**src/rtl/second_game_logic.sv**
```systemverilog
// Second-game state engine: player square, falling obstacles, score and game FSM, stepped once per frame.
// Optional build macro SECOND_GAME_SPEEDUP_EN: fall speed rises by 1 each 8 points, capped at 8.
module second_game_logic #(
  parameter int SCREEN_WIDTH  = 400,
  parameter int SCREEN_HEIGHT = 600,
  parameter int PLAYER_SIZE   = 20,
  parameter int PLAYER_Y      = 540,
  parameter int PLAYER_STEP   = 4,
  parameter int N_OBST        = 4,
  parameter int OBST_W        = 40,
  parameter int OBST_H        = 20,
  parameter int OBST_SPEED    = 2
) (
  input  logic                             i_clk,
  input  logic                             i_rst_n,
  input  logic                             i_frame_tick,
  input  logic                             i_start,
  input  logic                             i_btn_left,
  input  logic                             i_btn_right,
  input  logic [$clog2(SCREEN_WIDTH)-1:0]  i_screen_x,
  input  logic [$clog2(SCREEN_HEIGHT)-1:0] i_screen_y,
  output logic                             o_is_obstacle,
  output logic [$clog2(SCREEN_WIDTH)-1:0]  o_screen_square_x,
  output logic [$clog2(SCREEN_HEIGHT)-1:0] o_screen_square_y,
  output logic [1:0]                       o_state,
  output logic [9:0]                       o_score
);

  localparam int XW = $clog2(SCREEN_WIDTH);
  localparam int YW = $clog2(SCREEN_HEIGHT);
  localparam int CW = $clog2(N_OBST + 1);

  localparam logic [XW:0] C_XL     = (XW+1)'(SCREEN_WIDTH - OBST_W);
  localparam logic [XW:0] C_XMIN   = (XW+1)'(PLAYER_SIZE);
  localparam logic [XW:0] C_XMAX   = (XW+1)'(SCREEN_WIDTH - 1 - PLAYER_SIZE);
  localparam logic [XW:0] C_STEP   = (XW+1)'(PLAYER_STEP);
  localparam logic [XW:0] C_S      = (XW+1)'(PLAYER_SIZE);
  localparam logic [XW:0] C_OWM1   = (XW+1)'(OBST_W - 1);
  localparam logic [XW:0] C_PX0    = (XW+1)'(SCREEN_WIDTH / 2);
  localparam logic [YW:0] C_YMAX   = (YW+1)'(SCREEN_HEIGHT - 1);
  localparam logic [YW:0] C_OHM1   = (YW+1)'(OBST_H - 1);
  localparam logic [YW:0] C_PTOP   = (YW+1)'(PLAYER_Y - PLAYER_SIZE);
  localparam logic [YW:0] C_PBOT   = (YW+1)'(PLAYER_Y + PLAYER_SIZE);
  localparam logic [3:0]  C_SPEED0 = 4'(OBST_SPEED);
  localparam logic [15:0] C_LFSR0  = 16'hACE1;

  typedef enum logic [1:0] {
    ST_IDLE = 2'd0,
    ST_PLAY = 2'd1,
    ST_OVER = 2'd2
  } state_t;

  state_t        r_state;
  logic [15:0]   r_lfsr;
  logic [XW-1:0] r_px;
  logic [XW-1:0] r_ox [N_OBST];
  logic [YW-1:0] r_oy [N_OBST];
  logic [9:0]    r_score;
  logic [3:0]    w_speed;

  logic          w_obst_hit;
  logic          w_collide;
  logic [XW-1:0] w_px_next;
  logic [XW-1:0] w_ox_next [N_OBST];
  logic [YW-1:0] w_oy_next [N_OBST];
  logic [CW-1:0] w_wrap_cnt;
  logic [10:0]   w_score_sum;
  logic [9:0]    w_score_next;

  function automatic logic [XW-1:0] f_init_x(input int unsigned i);
    return XW'(i * (SCREEN_WIDTH - OBST_W) / N_OBST);
  endfunction

  function automatic logic [YW-1:0] f_init_y(input int unsigned i);
    return YW'(i * SCREEN_HEIGHT / N_OBST);
  endfunction

  function automatic logic f_covers(input logic [XW-1:0] ox, input logic [YW-1:0] oy,
                                    input logic [XW-1:0] qx, input logic [YW-1:0] qy);
    return ({1'b0, qx} >= {1'b0, ox}) && ({1'b0, qx} <= {1'b0, ox} + C_OWM1) &&
           ({1'b0, qy} >= {1'b0, oy}) && ({1'b0, qy} <= {1'b0, oy} + C_OHM1);
  endfunction

  // Intersection test rearranged so no side goes negative (px-S moved to the other side).
  function automatic logic f_collide(input logic [XW-1:0] ox, input logic [YW-1:0] oy,
                                     input logic [XW-1:0] px);
    return ({1'b0, ox} <= {1'b0, px} + C_S) && ({1'b0, ox} + C_OWM1 + C_S >= {1'b0, px}) &&
           ({1'b0, oy} <= C_PBOT) && ({1'b0, oy} + C_OHM1 >= C_PTOP);
  endfunction

  // Low XW bits of the LFSR rotated right by rot, folded into [0, L).
  function automatic logic [XW-1:0] f_rand_x(input logic [15:0] lfsr, input int unsigned rot);
    logic [XW-1:0] r;
    logic [3:0]    idx;
    for (int unsigned b = 0; b < XW; b++) begin
      idx  = 4'((b + rot) % 16);
      r[b] = lfsr[idx];
    end
    if ({1'b0, r} >= C_XL) return r - C_XL[XW-1:0];
    return r;
  endfunction

  always_comb begin
    w_obst_hit = 1'b0;
    w_collide  = 1'b0;
    for (int unsigned i = 0; i < N_OBST; i++) begin
      w_obst_hit = w_obst_hit | f_covers(r_ox[i], r_oy[i], i_screen_x, i_screen_y);
      w_collide  = w_collide | f_collide(r_ox[i], r_oy[i], r_px);
    end

    w_px_next = r_px;
    if (i_btn_left && !i_btn_right) begin
      w_px_next = ({1'b0, r_px} < C_XMIN + C_STEP) ? C_XMIN[XW-1:0] : r_px - C_STEP[XW-1:0];
    end else if (i_btn_right && !i_btn_left) begin
      w_px_next = ({1'b0, r_px} + C_STEP > C_XMAX) ? C_XMAX[XW-1:0] : r_px + C_STEP[XW-1:0];
    end

    w_wrap_cnt = '0;
    for (int unsigned i = 0; i < N_OBST; i++) begin
      if ({1'b0, r_oy[i]} + (YW+1)'(w_speed) > C_YMAX) begin
        w_oy_next[i] = '0;
        w_ox_next[i] = f_rand_x(r_lfsr, 3 * i);
        w_wrap_cnt   = w_wrap_cnt + CW'(1);
      end else begin
        w_oy_next[i] = r_oy[i] + YW'(w_speed);
        w_ox_next[i] = r_ox[i];
      end
    end

    w_score_sum  = {1'b0, r_score} + 11'(w_wrap_cnt);
    w_score_next = w_score_sum[10] ? '1 : w_score_sum[9:0];
  end

`ifdef SECOND_GAME_SPEEDUP_EN
  logic [3:0] r_speed;
  logic [3:0] w_speed_next;

  assign w_speed = r_speed;

  always_comb begin
    w_speed_next = r_speed;
    if ((w_score_next[9:3] != r_score[9:3]) && (r_speed < 4'd8)) w_speed_next = r_speed + 4'd1;
  end
`else
  assign w_speed = C_SPEED0;
`endif

  always_ff @(posedge i_clk or negedge i_rst_n) begin
    if (!i_rst_n) begin
      r_state <= ST_IDLE;
      r_lfsr  <= C_LFSR0;
      r_px    <= C_PX0[XW-1:0];
      r_score <= '0;
      for (int unsigned i = 0; i < N_OBST; i++) begin
        r_ox[i] <= f_init_x(i);
        r_oy[i] <= f_init_y(i);
      end
`ifdef SECOND_GAME_SPEEDUP_EN
      r_speed <= C_SPEED0;
`endif
    end else begin
      r_lfsr <= {r_lfsr[14:0], r_lfsr[15] ^ r_lfsr[13] ^ r_lfsr[12] ^ r_lfsr[10]};
      case (r_state)
        ST_IDLE, ST_OVER: begin
          if (i_start) begin
            r_state <= ST_PLAY;
            r_px    <= C_PX0[XW-1:0];
            r_score <= '0;
            for (int unsigned i = 0; i < N_OBST; i++) begin
              r_ox[i] <= f_init_x(i);
              r_oy[i] <= f_init_y(i);
            end
`ifdef SECOND_GAME_SPEEDUP_EN
            r_speed <= C_SPEED0;
`endif
          end
        end
        ST_PLAY: begin
          if (i_frame_tick) begin
            if (w_collide) begin
              r_state <= ST_OVER;
            end else begin
              r_px    <= w_px_next;
              r_score <= w_score_next;
              for (int unsigned i = 0; i < N_OBST; i++) begin
                r_ox[i] <= w_ox_next[i];
                r_oy[i] <= w_oy_next[i];
              end
`ifdef SECOND_GAME_SPEEDUP_EN
              r_speed <= w_speed_next;
`endif
            end
          end
        end
        default: r_state <= ST_IDLE;
      endcase
    end
  end

  assign o_is_obstacle     = w_obst_hit;
  assign o_screen_square_x = r_px;
  assign o_screen_square_y = YW'(PLAYER_Y);
  assign o_state           = r_state;
  assign o_score           = r_score;

endmodule

```
**config.mk**
```make
export PLATFORM = sky130hd
export DESIGN_NAME = second_game_logic
export DESIGN_NICKNAME = d
export VERILOG_FILES = /design/src/rtl/second_game_logic.sv
export SDC_FILE = /design/constraint.sdc
export NUM_CORES = 1
export LEC_CHECK = 0
export ABC_AREA = 1
export BUFFER_PORTS_ARGS = -buffer_cell sky130_fd_sc_hd__buf_4
export CELL_PAD_IN_SITES_DETAIL_PLACEMENT = 1
export CELL_PAD_IN_SITES_GLOBAL_PLACEMENT = 1
export CORE_ASPECT_RATIO = 1.5
export CORE_UTILIZATION = 51
export CTS_BUF_LIST = sky130_fd_sc_hd__clkbuf_8
export DETAILED_ROUTE_END_ITERATION = 6
export PLACE_DENSITY_LB_ADDON = 0.1
export SLEW_MARGIN = 15
export SYNTH_ARGS = -nofsm -noshare
export SYNTH_HDL_FRONTEND = slang
export SYNTH_SLANG_ARGS = --single-unit
```
**constraint.sdc**
```tcl
create_clock -name i_clk -period 7.4 [get_ports i_clk]
set_input_delay 0.74 -clock i_clk [delete_from_list [all_inputs] [get_ports i_clk]]
set_output_delay 0.74 -clock i_clk [all_outputs]
set_load 0.005 [all_outputs]
```
# == Word level (Yosys, flattened, before mapping) ==
# Index checks and enable logic that the tools add are counted.
# word_totals
ff_bits,113
output_inout_bits,32
word_cells,197
# op_classes
n_addsub,32
magnitude_cmp,42
eq_ne,11
mux,53
bitwise_logic,9
reduce_logical,38
# ops
cell,count
2-to-1 mux 9 bit,19
2-to-1 mux 40 bit,3
2-to-1 mux 36 bit,3
less-or-equal comparator 9 x 10 -> 1 bit,8
2-to-1 mux 10 bit,8
case mux 40 bit (2 select lines),1
case mux 36 bit (2 select lines),1
adder 10 x 2 -> 11 bit (second input constant),4
adder 10 x 5 -> 11 bit (second input constant),4
greater-or-equal comparator 11 x 10 -> 1 bit (second input constant),4
> comparator 11 x 10 -> 1 bit (second input constant),4
less-or-equal comparator 10 x 11 -> 1 bit,4
adder 10 x 2 -> 10 bit (second input constant),4
adder 10 x 5 -> 10 bit (second input constant),4
adder 9 x 6 -> 10 bit (second input constant),4
greater-or-equal comparator 10 bit,4
greater-or-equal comparator 10 x 9 -> 1 bit,4
less-or-equal comparator 10 bit (second input constant),4
greater-or-equal comparator 9 bit,4
greater-or-equal comparator 9 bit (second input constant),4
subtractor 9 bit (second input constant),4
logical AND 1 bit,26
AND reduction 5 bit,5
case mux 10 bit (2 select lines),1
25 further kinds,54

# == Logic depth before layout (Yosys ltp) ==
# depth
word_depth,14
ltp_mapped,31
mapped_depth_nobuf,31

# == Worst setup path after synthesis ==
# OpenSTA, ideal clock, no wires.
# synth_timing
path_kind,reg2reg
start,register r_oy[21] (netlist name)
end,register r_score[8] (netlist: o_score[8])
setup_ns,0.066
t_arrival_ns,4.713
slack_ns,2.621
stages_incl_launch_ff,27
period_less_slack_ns,4.779
cell_sequence,dfstp_2 ha_1 nand2_1 nor2_1 inv_1 nand2_1 o21ai_0 a21oi_1 nor3b_1 o21ai_2 inv_1 ha_1 or2_2 nand2_1 inv_1 ha_1 inv_1 o21ai_0 inv_1 fa_1 or2_2 a21oi_1 nand3_1 or4_1 a31oi_1 nand3_1 nand2_1
# synth_via
elab_chain_cells,12
word_cells_on_any_way,22
classes_between,add/sub: 5; order compare: 3; eq/ne: 1; mux: 7; bitwise: 3; reduce/logical: 3
# synth_lines
element,line,text
start: declaration,57,logic [YW-1:0] r_oy [N_OBST];
start signal: indexed assignment,156,r_oy[i] <= f_init_y(i);
start signal: indexed assignment,171,r_oy[i] <= f_init_y(i);
start signal: indexed assignment,187,r_oy[i] <= w_oy_next[i];
adder 10 x 2 -> 11 bit,120,"if ({1'b0, r_oy[i]} + (YW+1)'(w_speed) > C_YMAX) begin"
> comparator 11 x 10 -> 1 bit,120,
2-to-1 mux 3 bit,120,
adder 3 x 1 -> 3 bit,123,w_wrap_cnt = w_wrap_cnt + CW'(1);
2-to-1 mux 3 bit,120,
adder 3 x 1 -> 3 bit,123,
2-to-1 mux 3 bit,120,
adder 10 x 3 -> 11 bit,130,"w_score_sum = {1'b0, r_score} + 11'(w_wrap_cnt);"
2-to-1 mux 10 bit,131,w_score_next = w_score_sum[10] ? '1 : w_score_sum[9:0];
2-to-1 mux 10 bit,180,if (w_collide) begin
2-to-1 mux 10 bit,179,if (i_frame_tick) begin
case mux 10 bit (2 select lines),163,case (r_state)
end signal: assignment,184,r_score <= w_score_next;
end: declaration,58,logic [9:0] r_score;
# Several ways; a longest one is shown, not always the timed one. The select of a mux whose other input is x is not followed.
# A chain may end at the register's enable or synchronous reset.

# == Final worst setup path ==
# layout_timing
start,register r_oy[21] (netlist name)
end,register r_score[7] (netlist: o_score[7])
# The elaborated chain is that of the path after synthesis.

==> key figures <==
Outcome
  • Outcome: finished, violations left
  • Failing checks: DRC

Drt
  • Vias/cell: 5.759
  • Total wire length: 47.25 mm
  • Via count: 14540
  • Final ANT Viol Nets: 0
  • Wire per inst: 18.71 um
  • First DRT Iteration DRCs: 454
  • DRC viols: 6
  • Drt first pass iters: 7

GRT
  • Largest net degree at the start of global routing: 73
  • Via count of the first global-routing pass: 15410
  • Initial antenna violation count: 0
  • Gr ovfl total: 0
  • Global-route wire length before repair: 76.12 mm
  • GR Util All Layers: 33.72%

Final layout
  • Fillers: 3840
  • Final nets: 2459
  • Reg area: 0.002746 mm2
  • Share of cells above drive strength 1: 6.596%
  • Area occupied by multi-input gates: 0.01012 mm2
  • Post-Layout Cell Count: 2525
  • Antenna diode count: 0
  • Area Growth Syn to Fin: 5.157%

STA
  • Rel. slew slack: 37.00%
  • Final slew viol count: 0
  • Worst slew pin tran: 0.9418 ns
  • Tcrit/Tclk final: 75.34%
  • Fin crit period: 5.575 ns
  • Final Setup Violations: 0
  • RSZ-0062 raised after global routing: false
  • Endpoints failing hold: 0
  • F_max: 179.4 MHz
  • Clk_skew: 0.01859 ns
  • Post-route setup TNS: 0 ns

Floorplanning
  • IO Count: 57
  • DIE WIDTH: 138.3 um
  • Starting Density: 52.05%
  • # rows: 74
  • Die area: 0.02856 mm2
  • Core Area: 0.02731 mm2
  • Die Height: 206.5 um

Yosys
  • Synth top cells by count: nand2_1 (663), inv_1 (270), ha_1 (255)
  • Syn Inst Count: 2161
  • Synth Warn #: 0
  • Synthesized area: 0.01422 mm2
  • Sequential share of the synthesized area: 19.32%
  • Netlist cell types: 52
  • Dominant synthesized flop cell: dfrtp_1
  • FFs w/ async S/R, synth: 100.0%
  • Ranking of synthesized cells by area: ha_1 (22%), nand2_1 (18%), dfrtp_1 (13%)
  • FF+latch count, synth: 108
  • Top cell type's share of synthesized area: 22.44%
  • Area leader, netlist: ha_1
  • Top-count cell post-synth: nand2_1
  • Post-synth EDFFs: 0
  • Syn Area/Cell: 6.579 um2

Placed design
  • DP HPWL: 38.52 mm
  • GPL Wtd Cong: 0.9293
  • Dpl cells: 2509
  • Number of port buffers: 46

CTS
  • Clock Latency Late Sink: 0.42 ns
  • H-tree levels: 3
  • CTS clk-pin slew, worst paths: 0.12 ns
  • CTS buffer count: 9
  • Max clock buf depth: 2
  • TritonCTS clock tree: built
  • PostCTS Resize Cnt: 0
  • Clock sink count: 108
  • # Post-CTS Setup Buffers: 0
  • Hold bufs inserted after CTS: 0
  • Clock tree root buffer cell: clkbuf_8

Critical path
  • CP Capture Type: register
  • Most Frequent Cell on Critical Path: inv_1
  • Slowest cell on the critical path: dfstp_2
  • Critical Path AT: 5.94 ns
  • CP peak stage delay: 0.63 ns
  • Worst EP required: 7.77 ns
  • Critical path class: reg2reg
  • CP startpoint kind: register
  • Crit Path Max Fanout: 9

Worst hold path
  • Hold crit path type: in2async

Power and ir drop
  • P_leak: 7.897 nW
  • Peak VDD IR: 310.2 uV
  • Pwr Density: 299.1 mW/mm2

Run
  • Max-Cap Viols: 0
## per-stage QoR
stage / utilization [%] / total power, W / cell area (um2) / setup slack, ns / hold slack, ns
finish: 54.74 / 0.004472 / 14950 / 1.825 / 0.2761
global route: 54.74 / 0.004911 / 14950 / 1.203 / 0.3224
CTS: 54.74 / 0.004485 / 14950 / 1.824 / 0.2890
detailed placement: 54.05 / 0.004105 / 14760 / 1.916 / 0.3802
global placement: 54.05 / 0.003904 / 14760 / 2.195 / 0.3672
floorplan: - / 0.003152 / 14250 / 2.621 / 0.3537
## sequential cells by signal, indices dropped and copies added (netlist names)
signal	cells
r_lfsr	16
r_ox	36
o_screen_square_x	8
r_oy	36
o_score	10
o_state	2
## cells in the final DEF, fill, tap and decap left out, types with 7 or more instances in the layout
cell type / instances
a21oi_1: 107
a31oi_1: 7
buf_4: 56
clkbuf_8: 10
conb_1: 10
dfrtp_1: 73
dfstp_2: 35
ha_1: 255
inv_1: 270
nand2_1: 663
nand3_1: 153
nand4_1: 76
nor2_1: 180
nor3_1: 33
o211ai_1: 11
o21ai_0: 84
o21bai_1: 7
xnor2_1: 11
xor2_1: 51
## layer usage
layer	track usage, %	part of all wire [%]	vias to the layer above	wire, um
li1	-	-	7119	-
met2	66.08	53	261	25080
met1	34.12	38	7014	17880
met4	22.87	6.6	0	3140
met3	2.456	2.4	148	1144
met5	0	0	-	0
## cell families after synthesis
family | after synthesis | synth area share [%]
AOI/OAI and AO/OA | 253 | 10.08
other | 2 | 0.05282
xor gates and xnor gates | 63 | 3.934
adders and majority gates | 256 | 22.58
buffers and inverters | 336 | 9.786
and+or+nand+nor | 1143 | 34.25
DFF | 108 | 19.32
## worst paths after layout
kind	startpoint	end	cells after the start	slack, ns
max	r_oy[21]$_DFFE_PN1P_	o_score[7]$_DFFE_PN0P_	31	1.82
min	i_rst_n	o_screen_square_x[5]$_DFFE_PN0P_	1	0.28
max reg2reg	r_oy[21]$_DFFE_PN1P_	o_score[7]$_DFFE_PN0P_	31	1.82
min reg2reg	r_lfsr[2]$_DFF_PN0_	r_lfsr[3]$_DFF_PN0_	0	0.41
max in group asynchronous	i_rst_n	r_oy[17]$_DFFE_PN0P_	2	5.79
min in group i_clk	r_lfsr[2]$_DFF_PN0_	r_lfsr[3]$_DFF_PN0_	0	0.41
## layout make-up
type | instances | area share [%]
Sequential cell | 108 | 18.37
Multi-Input combinational cell | 1725 | 67.72
Clock inverter | 6 | 0.3264
Inverter | 278 | 6.988
Clock buffer | 10 | 0.9206
Tap cell | 342 | 2.862
Timing Repair Buffer | 56 | 2.812
## worst max-delay path: cells and delay by family (launching register included)
kind            cells  cell delay, ns
compound gates      7            1.18
buf+inv             8            0.81
flops               1            0.63
fa+ha+maj           4            1.23
simple gates       12            1.69
## power breakdown
| group | total, W | internal (W) | switching (W) |
|---|---|---|---|
| registers | 0.00101 | 0.000766 | 0.000245 |
| logic | 0.00309 | 0.00104 | 0.00205 |
| clock network | 0.000371 | 0.000135 | 0.000237 |
| total | 0.00447 | 0.00194 | 0.00253 |
(Power assumes the default switching activity.)
